==> src/rtl/issue_unit_pkg.sv <==
// Shared types for the issue stage: FU classes, the RS instruction payload and the RS entry wrapper.
package issue_unit_pkg;

    localparam int XLEN        = 32;
    localparam int ROB_TAG_LEN = 6;
    localparam int FU_IDX_W    = 2;

    // Three bits so that out-of-range selectors from a corrupted entry stay representable.
    typedef enum logic [2:0] {
        FU_ALU  = 3'd0,
        FU_BTU  = 3'd1,
        FU_MULT = 3'd2,
        FU_LSU  = 3'd3
    } fu_sel_e;

    typedef struct packed {
        logic [ROB_TAG_LEN-1:0] insn_tag;
        fu_sel_e                fu_sel;
        logic [6:0]             opcode;
        logic [XLEN-1:0]        rs1_value;
        logic [XLEN-1:0]        rs2_value;
    } inst_rs_t;

    typedef struct packed {
        logic     valid;
        inst_rs_t insn;
    } rs_entry_t;

    function automatic logic fu_sel_valid(input fu_sel_e sel);
        return sel inside {FU_ALU, FU_BTU, FU_MULT, FU_LSU};
    endfunction

endpackage

==> src/rtl/issue_unit_slot.sv <==
// One per-FU issue register: loads an accepted instruction, empties when the FU consumes it or on flush.
module issue_slot
    import issue_unit_pkg::*;
(
    input  logic     clk,
    input  logic     reset,
    input  logic     flush,
    input  logic     load,
    input  logic     consume,
    input  inst_rs_t insn_in,
    output logic     valid,
    output inst_rs_t insn
);

    logic     valid_d, valid_q;
    inst_rs_t insn_d, insn_q;

    always_comb begin
        valid_d = valid_q;
        insn_d  = insn_q;
        if (flush) begin
            valid_d = 1'b0;
        end else if (load) begin
            valid_d = 1'b1;
            insn_d  = insn_in;
        end else if (consume) begin
            valid_d = 1'b0;
        end
    end

    // NOTE: sequential state updates use non-blocking assignments so every flop samples pre-edge values.
    always_ff @(posedge clk) begin
        if (!reset) begin
            valid_q <= 1'b0;
            insn_q  <= '0;
        end else begin
            valid_q <= valid_d;
            insn_q  <= insn_d;
        end
    end

    assign valid = valid_q;
    assign insn  = insn_q;

endmodule

==> src/rtl/issue_unit.sv <==
// Takes the RS oldest-ready entry, drops one-cycle stale re-presentations and routes it into a per-FU issue register.
module issue_unit
    import issue_unit_pkg::*;
#(
    parameter int NUM_FU    = 4,
    parameter int CNT_WIDTH = 32
) (
    input  logic                   clk,
    input  logic                   reset,
    input  rs_entry_t              insn_for_ex,
    input  logic                   flush,
    input  logic [NUM_FU-1:0]      fu_ready,
    output logic                   clear,
    output logic [ROB_TAG_LEN-1:0] clear_tag,
    output logic [NUM_FU-1:0]      fu_issue_valid,
    output inst_rs_t               fu_issue_insn [NUM_FU],
    output logic [CNT_WIDTH-1:0]   issue_count,
    output logic [CNT_WIDTH-1:0]   stall_count
);

    logic [ROB_TAG_LEN-1:0] last_tag_d, last_tag_q;
    logic                   last_tag_valid_d, last_tag_valid_q;
    logic [CNT_WIDTH-1:0]   issue_count_d, issue_count_q;
    logic [CNT_WIDTH-1:0]   stall_count_d, stall_count_q;

    logic [NUM_FU-1:0]      slot_free;
    logic [2:0]             sel_idx;
    logic                   sel_free;
    logic                   dup;
    logic                   live;
    logic                   accept;
    logic                   stall;

    // NOTE: every signal in this block gets a default first, so no path can infer a latch.
    always_comb begin
        sel_idx          = insn_for_ex.insn.fu_sel;
        slot_free        = ~fu_issue_valid | fu_ready;
        sel_free         = fu_sel_valid(insn_for_ex.insn.fu_sel) && slot_free[sel_idx[FU_IDX_W-1:0]];
        dup              = last_tag_valid_q && (insn_for_ex.insn.insn_tag == last_tag_q);
        live             = reset && !flush && insn_for_ex.valid && !dup;
        accept           = live && sel_free;
        stall            = live && !sel_free;

        clear            = accept;
        clear_tag        = accept ? insn_for_ex.insn.insn_tag : '0;

        // The RS shows a freed entry for one more cycle, so the filter only remembers the last accept.
        last_tag_valid_d = accept;
        last_tag_d       = accept ? insn_for_ex.insn.insn_tag : last_tag_q;

        issue_count_d    = issue_count_q + (accept ? CNT_WIDTH'(1) : '0);
        stall_count_d    = stall_count_q + (stall  ? CNT_WIDTH'(1) : '0);
    end

    always_ff @(posedge clk) begin
        if (!reset) begin
            last_tag_q       <= '0;
            last_tag_valid_q <= 1'b0;
            issue_count_q    <= '0;
            stall_count_q    <= '0;
        end else begin
            last_tag_q       <= last_tag_d;
            last_tag_valid_q <= last_tag_valid_d;
            issue_count_q    <= issue_count_d;
            stall_count_q    <= stall_count_d;
        end
    end

    for (genvar k = 0; k < NUM_FU; k++) begin : g_slot
        issue_slot u_slot (
            .clk     (clk),
            .reset   (reset),
            .flush   (flush),
            .load    (accept && (sel_idx == 3'(k))),
            .consume (fu_ready[k]),
            .insn_in (insn_for_ex.insn),
            .valid   (fu_issue_valid[k]),
            .insn    (fu_issue_insn[k])
        );
    end

    assign issue_count = issue_count_q;
    assign stall_count = stall_count_q;

    a_fu_sel_known: assert property (@(posedge clk) disable iff (!reset)
        (insn_for_ex.valid && !flush) |-> fu_sel_valid(insn_for_ex.insn.fu_sel));

endmodule
==> config.mk <==
export PLATFORM = sky130hd
export DESIGN_NAME = issue_unit
export DESIGN_NICKNAME = d
export VERILOG_FILES = /design/src/rtl/issue_unit_pkg.sv /design/src/rtl/issue_unit_slot.sv /design/src/rtl/issue_unit.sv
export SDC_FILE = /design/constraint.sdc
export NUM_CORES = 1
export LEC_CHECK = 0
export CORE_AREA = 2 2 162 228
export CTS_CLUSTER_SIZE = 40
export DETAILED_ROUTE_END_ITERATION = 8
export DIE_AREA = 0 0 164 230
export PLACE_DENSITY = 0.8
export SLEW_MARGIN = 20
export SYNTH_ARGS = -nofsm -noshare
export SYNTH_HDL_FRONTEND = slang
export SYNTH_HIERARCHICAL = 1
export SYNTH_SLANG_ARGS = --single-unit
==> constraint.sdc <==
create_clock -name clk -period 3.25 [get_ports clk]
set_input_delay 0.325 -clock clk [delete_from_list [all_inputs] [get_ports clk]]
set_output_delay 0.325 -clock clk [all_outputs]
set_load 0.005 [all_outputs]
==> metrics <==
met3 usage in global routing=under 10%; hold_buf cts=0; syn_area_per_cell=9.43 µm²; Die Height=approximately 230 µm; post-synthesis simple-gate area fraction=21.1%; worst path required time=2.92 ns; Seq cells post-synth=around 400; Detail Route Antenna Nets=0; PwrDens=about 430 mW/mm²; Ys Warns=6; RR Startpoint=g_slot[0].u_slot/valid; post_cts resized=0; reg2reg setup slack=0.56 ns; Relative slew margins=about 30%; CTS H-tree depth=2; initial DRC count=between 600 and 700; final count of hold timing violations=0; worst reg2reg path depth=12; vias in the first global route=13,700; Slew Limit Fails=0; Post-Route WL=48,800 µm; Die Wd=around 160 µm; clock sink total=between 300 and 400; Mapped Cells=roughly 1,800; Cell variety after synth=42; Sw Share=around 22%; grt total ovfl=0; Post-Synth XOR/XNOR Area=between 2 and 3%; slew of the pin with the lowest slew margin=1.05 ns; gr usage total=around 25%; CTS root buffer=clkbuf_16; multi-input logic area=between 0.007 and 0.008 mm²; outcome=finished clean; Tmin final=2.95 ns; Starting Density=about 47%; complex-gate fraction of the synthesized area=approximately 1.1%; Pwr Total=roughly 0.0099 W; IO Count=around 480; Setup Buffers After CTS=0; FF-to-FF End=issue_count[30]; # Max-Cap Violations=0; peak supply drop=355 µV; clock group share of total power=between 40 and 50%; storage element area=between 0.007 and 0.008 mm²; RSZ-0062 raised after global routing=no; Area Growth Syn to Fin=35.7%; initial antenna violation count=1; Gate power share=under 10%; syn_nets=approximately 1,900; most frequent cells in the layout=nand2_1, clkdlybuf4s50_1, dfxtp_1; Post-Syn Area=between 0.015 and 0.02 mm²; crit path kind=input port to output pin; core area=about 0.036 mm²; dpl cells=2,678; fin crit share=90.7%; first-pass GRT wire length=roughly 74,000 µm; DRC=0; CTS tree=built; final setup fails=0; Worst setup EP type=output pin; internal cell power=approximately 0.0077 W; WHS Endpoint=g_slot[2].u_slot/insn[60]; worst hold path class=input port to flip-flop; met1 GRT Util=a little over a quarter; wire per inst=around 18 µm; die footprint=between 0.03 and 0.04 mm²; Main synth FF type=dfxtp_1; Max Freq=~340 MHz; post-synthesis adder-cell area fraction=less than 1%; GR Util met2=44.5%; sequential-to-total area share from yosys stat=a little under half; EDFF count, synth=0; PortBufs=about 480; Critical Path AT=between 2 and 3 ns; fillers=about 2,800; CP Launch Type=input port; pin count of the biggest net entering global routing=258; worst hold path stage count=3; Num CTS Buffers=39; final cell count without fillers=between 2,000 and 3,000; Net Switching=between 0.002 and 0.0025 W; Worst-Skew Late Latency=about 0.53 ns; Routability Congestion=between 0.8 and 0.9; Synth async-reset ratio=0%; largest family of logic cells by synthesized area=simple AND/OR/NAND/NOR gates; CTS max path bufs=3; post-synthesis mux area share=19.2%; CP startpoint=insn_for_ex[71]; share of cells above drive strength 1=approximately 6%; # rows=82; Via Count=around 14,000; sequential share of power=49.3%; commonest non-fill, non-tap cell in the layout=nand2_1; skew final=~0.014 ns; leakage=8.10 nW; DRT Pass-1 Iters=9; post-DP HPWL=around 35,000 µm; Worst Path Max Fanout=7; GR peak layer=met2; vias per inst=5.08; post-layout util=between 60 and 70%; hold path startpoint=reset; Nets=around 2,400; clock slew at reported path FFs=0.06 ns
==> Yosys cell counts (3+ instances only) <==
master / number / area (µm²)
nand2_1: 676 / 2540
dfxtp_1: 395 / 7910
mux2i_1: 325 / 3250
nor2_1: 54 / 203
buf_12: 36 / 721
buf_6: 36 / 405
xnor2_1: 34 / 298
buf_2: 29 / 145
nand3_1: 21 / 105
xor2_1: 19 / 166
nor3_1: 15 / 75.1
nand4_1: 14 / 87.6
inv_1: 13 / 48.8
and3_1: 10 / 62.6
a21oi_1: 9 / 45.0
clkbuf_1: 9 / 33.8
nor4_1: 8 / 50.1
o21ai_0: 8 / 40.0
or3_1: 8 / 50.1
and2_1: 7 / 43.8
nor4b_1: 7 / 61.3
o21bai_1: 6 / 45.0
and4_1: 5 / 43.8
ha_1: 5 / 62.6
nand2b_1: 5 / 31.3
buf_4: 4 / 30.0
buf_8: 4 / 60.1
nor2b_1: 4 / 25.0
nor2b_4: 4 / 55.1
o211a_1: 4 / 40.0
buf_1: 3 / 11.3
nor3b_1: 3 / 22.5
==> per-layer routing <==
metal  part of all wire [%]  wire, µm
met5                      0         0
met4                    5.8      2830
met3                    7.1      3450
met2                     50     24600
met1                     37     18000
==> flip-flops by register name, indices dropped and copies added, names as in the netlist <==
signal	cells
g_slot.u_slot/insn	320
issue_count	32
stall_count	32
last_tag_q	6
g_slot.u_slot/valid	4
last_tag_valid_q	1
==> critical path, stage by stage <==
cell	delay (ns)
clkdlybuf4s50_1	0.62
nor3b_1	0.08
a311oi_1	0.24
a21oi_1	0.13
buf_4	0.20
nor4b_1	0.39
clkdlybuf4s50_1	0.62
==> cells by family after synthesis <==
group	after synthesis
simple gates	849
flops	395
mux	325
buf+inv	135
xor+xnor	53
compound gates	30
fa+ha+maj	5
==> worst max path at each step <==
stage                            endpoint  slack (ns)  cells past startpoint
after floorplan           issue_count[30]        0.40                     12
after global placement    stall_count[30]        0.01                     13
after detailed placement  issue_count[30]       -0.04                     13
after CTS                    clear_tag[5]        0.30                      7
after global routing         clear_tag[0]         0.1                      8
final                        clear_tag[3]        0.30                      7
==> through the flow <==
step / setup TNS [ns] / hold WS (ns) / setup slack [ns] / cell area, µm²
5_1_grt: 0 / 0.192 / 0.0973 / 22900
3_3_place_gp: 0 / 0.441 / 0.0118 / 21700
4_1_cts: 0 / 0.165 / 0.299 / 22900
3_5_place_dp: -0.221 / 0.446 / -0.0363 / 21700
6_report: 0 / 0.186 / 0.303 / 22900
2_1_floorplan: 0 / 0.445 / 0.402 / 16900
==> power by group through the flow <==
stage / Sequential (W) / Combinational (W) / Clock, W
floorplan: 0.00498 / 0.000307 / 0
global route: 0.00487 / 0.000573 / 0.00474
CTS: 0.00487 / 0.000526 / 0.00456
finish: 0.00487 / 0.000527 / 0.00448
global placement: 0.00497 / 0.000512 / 0
detailed placement: 0.00498 / 0.000522 / 0
==> final cells by class <==
class	count	share of cell area, %
antenna	1	0.0109
sequential	395	34.5
clock inverter	13	0.562
timing repair buffer	545	24.4
clock buffer	55	4.92
tap	462	2.52
inverter	14	0.229
multi-input combinational	1262	32.9
No activity file was read; power rests on OpenSTA's default activity.
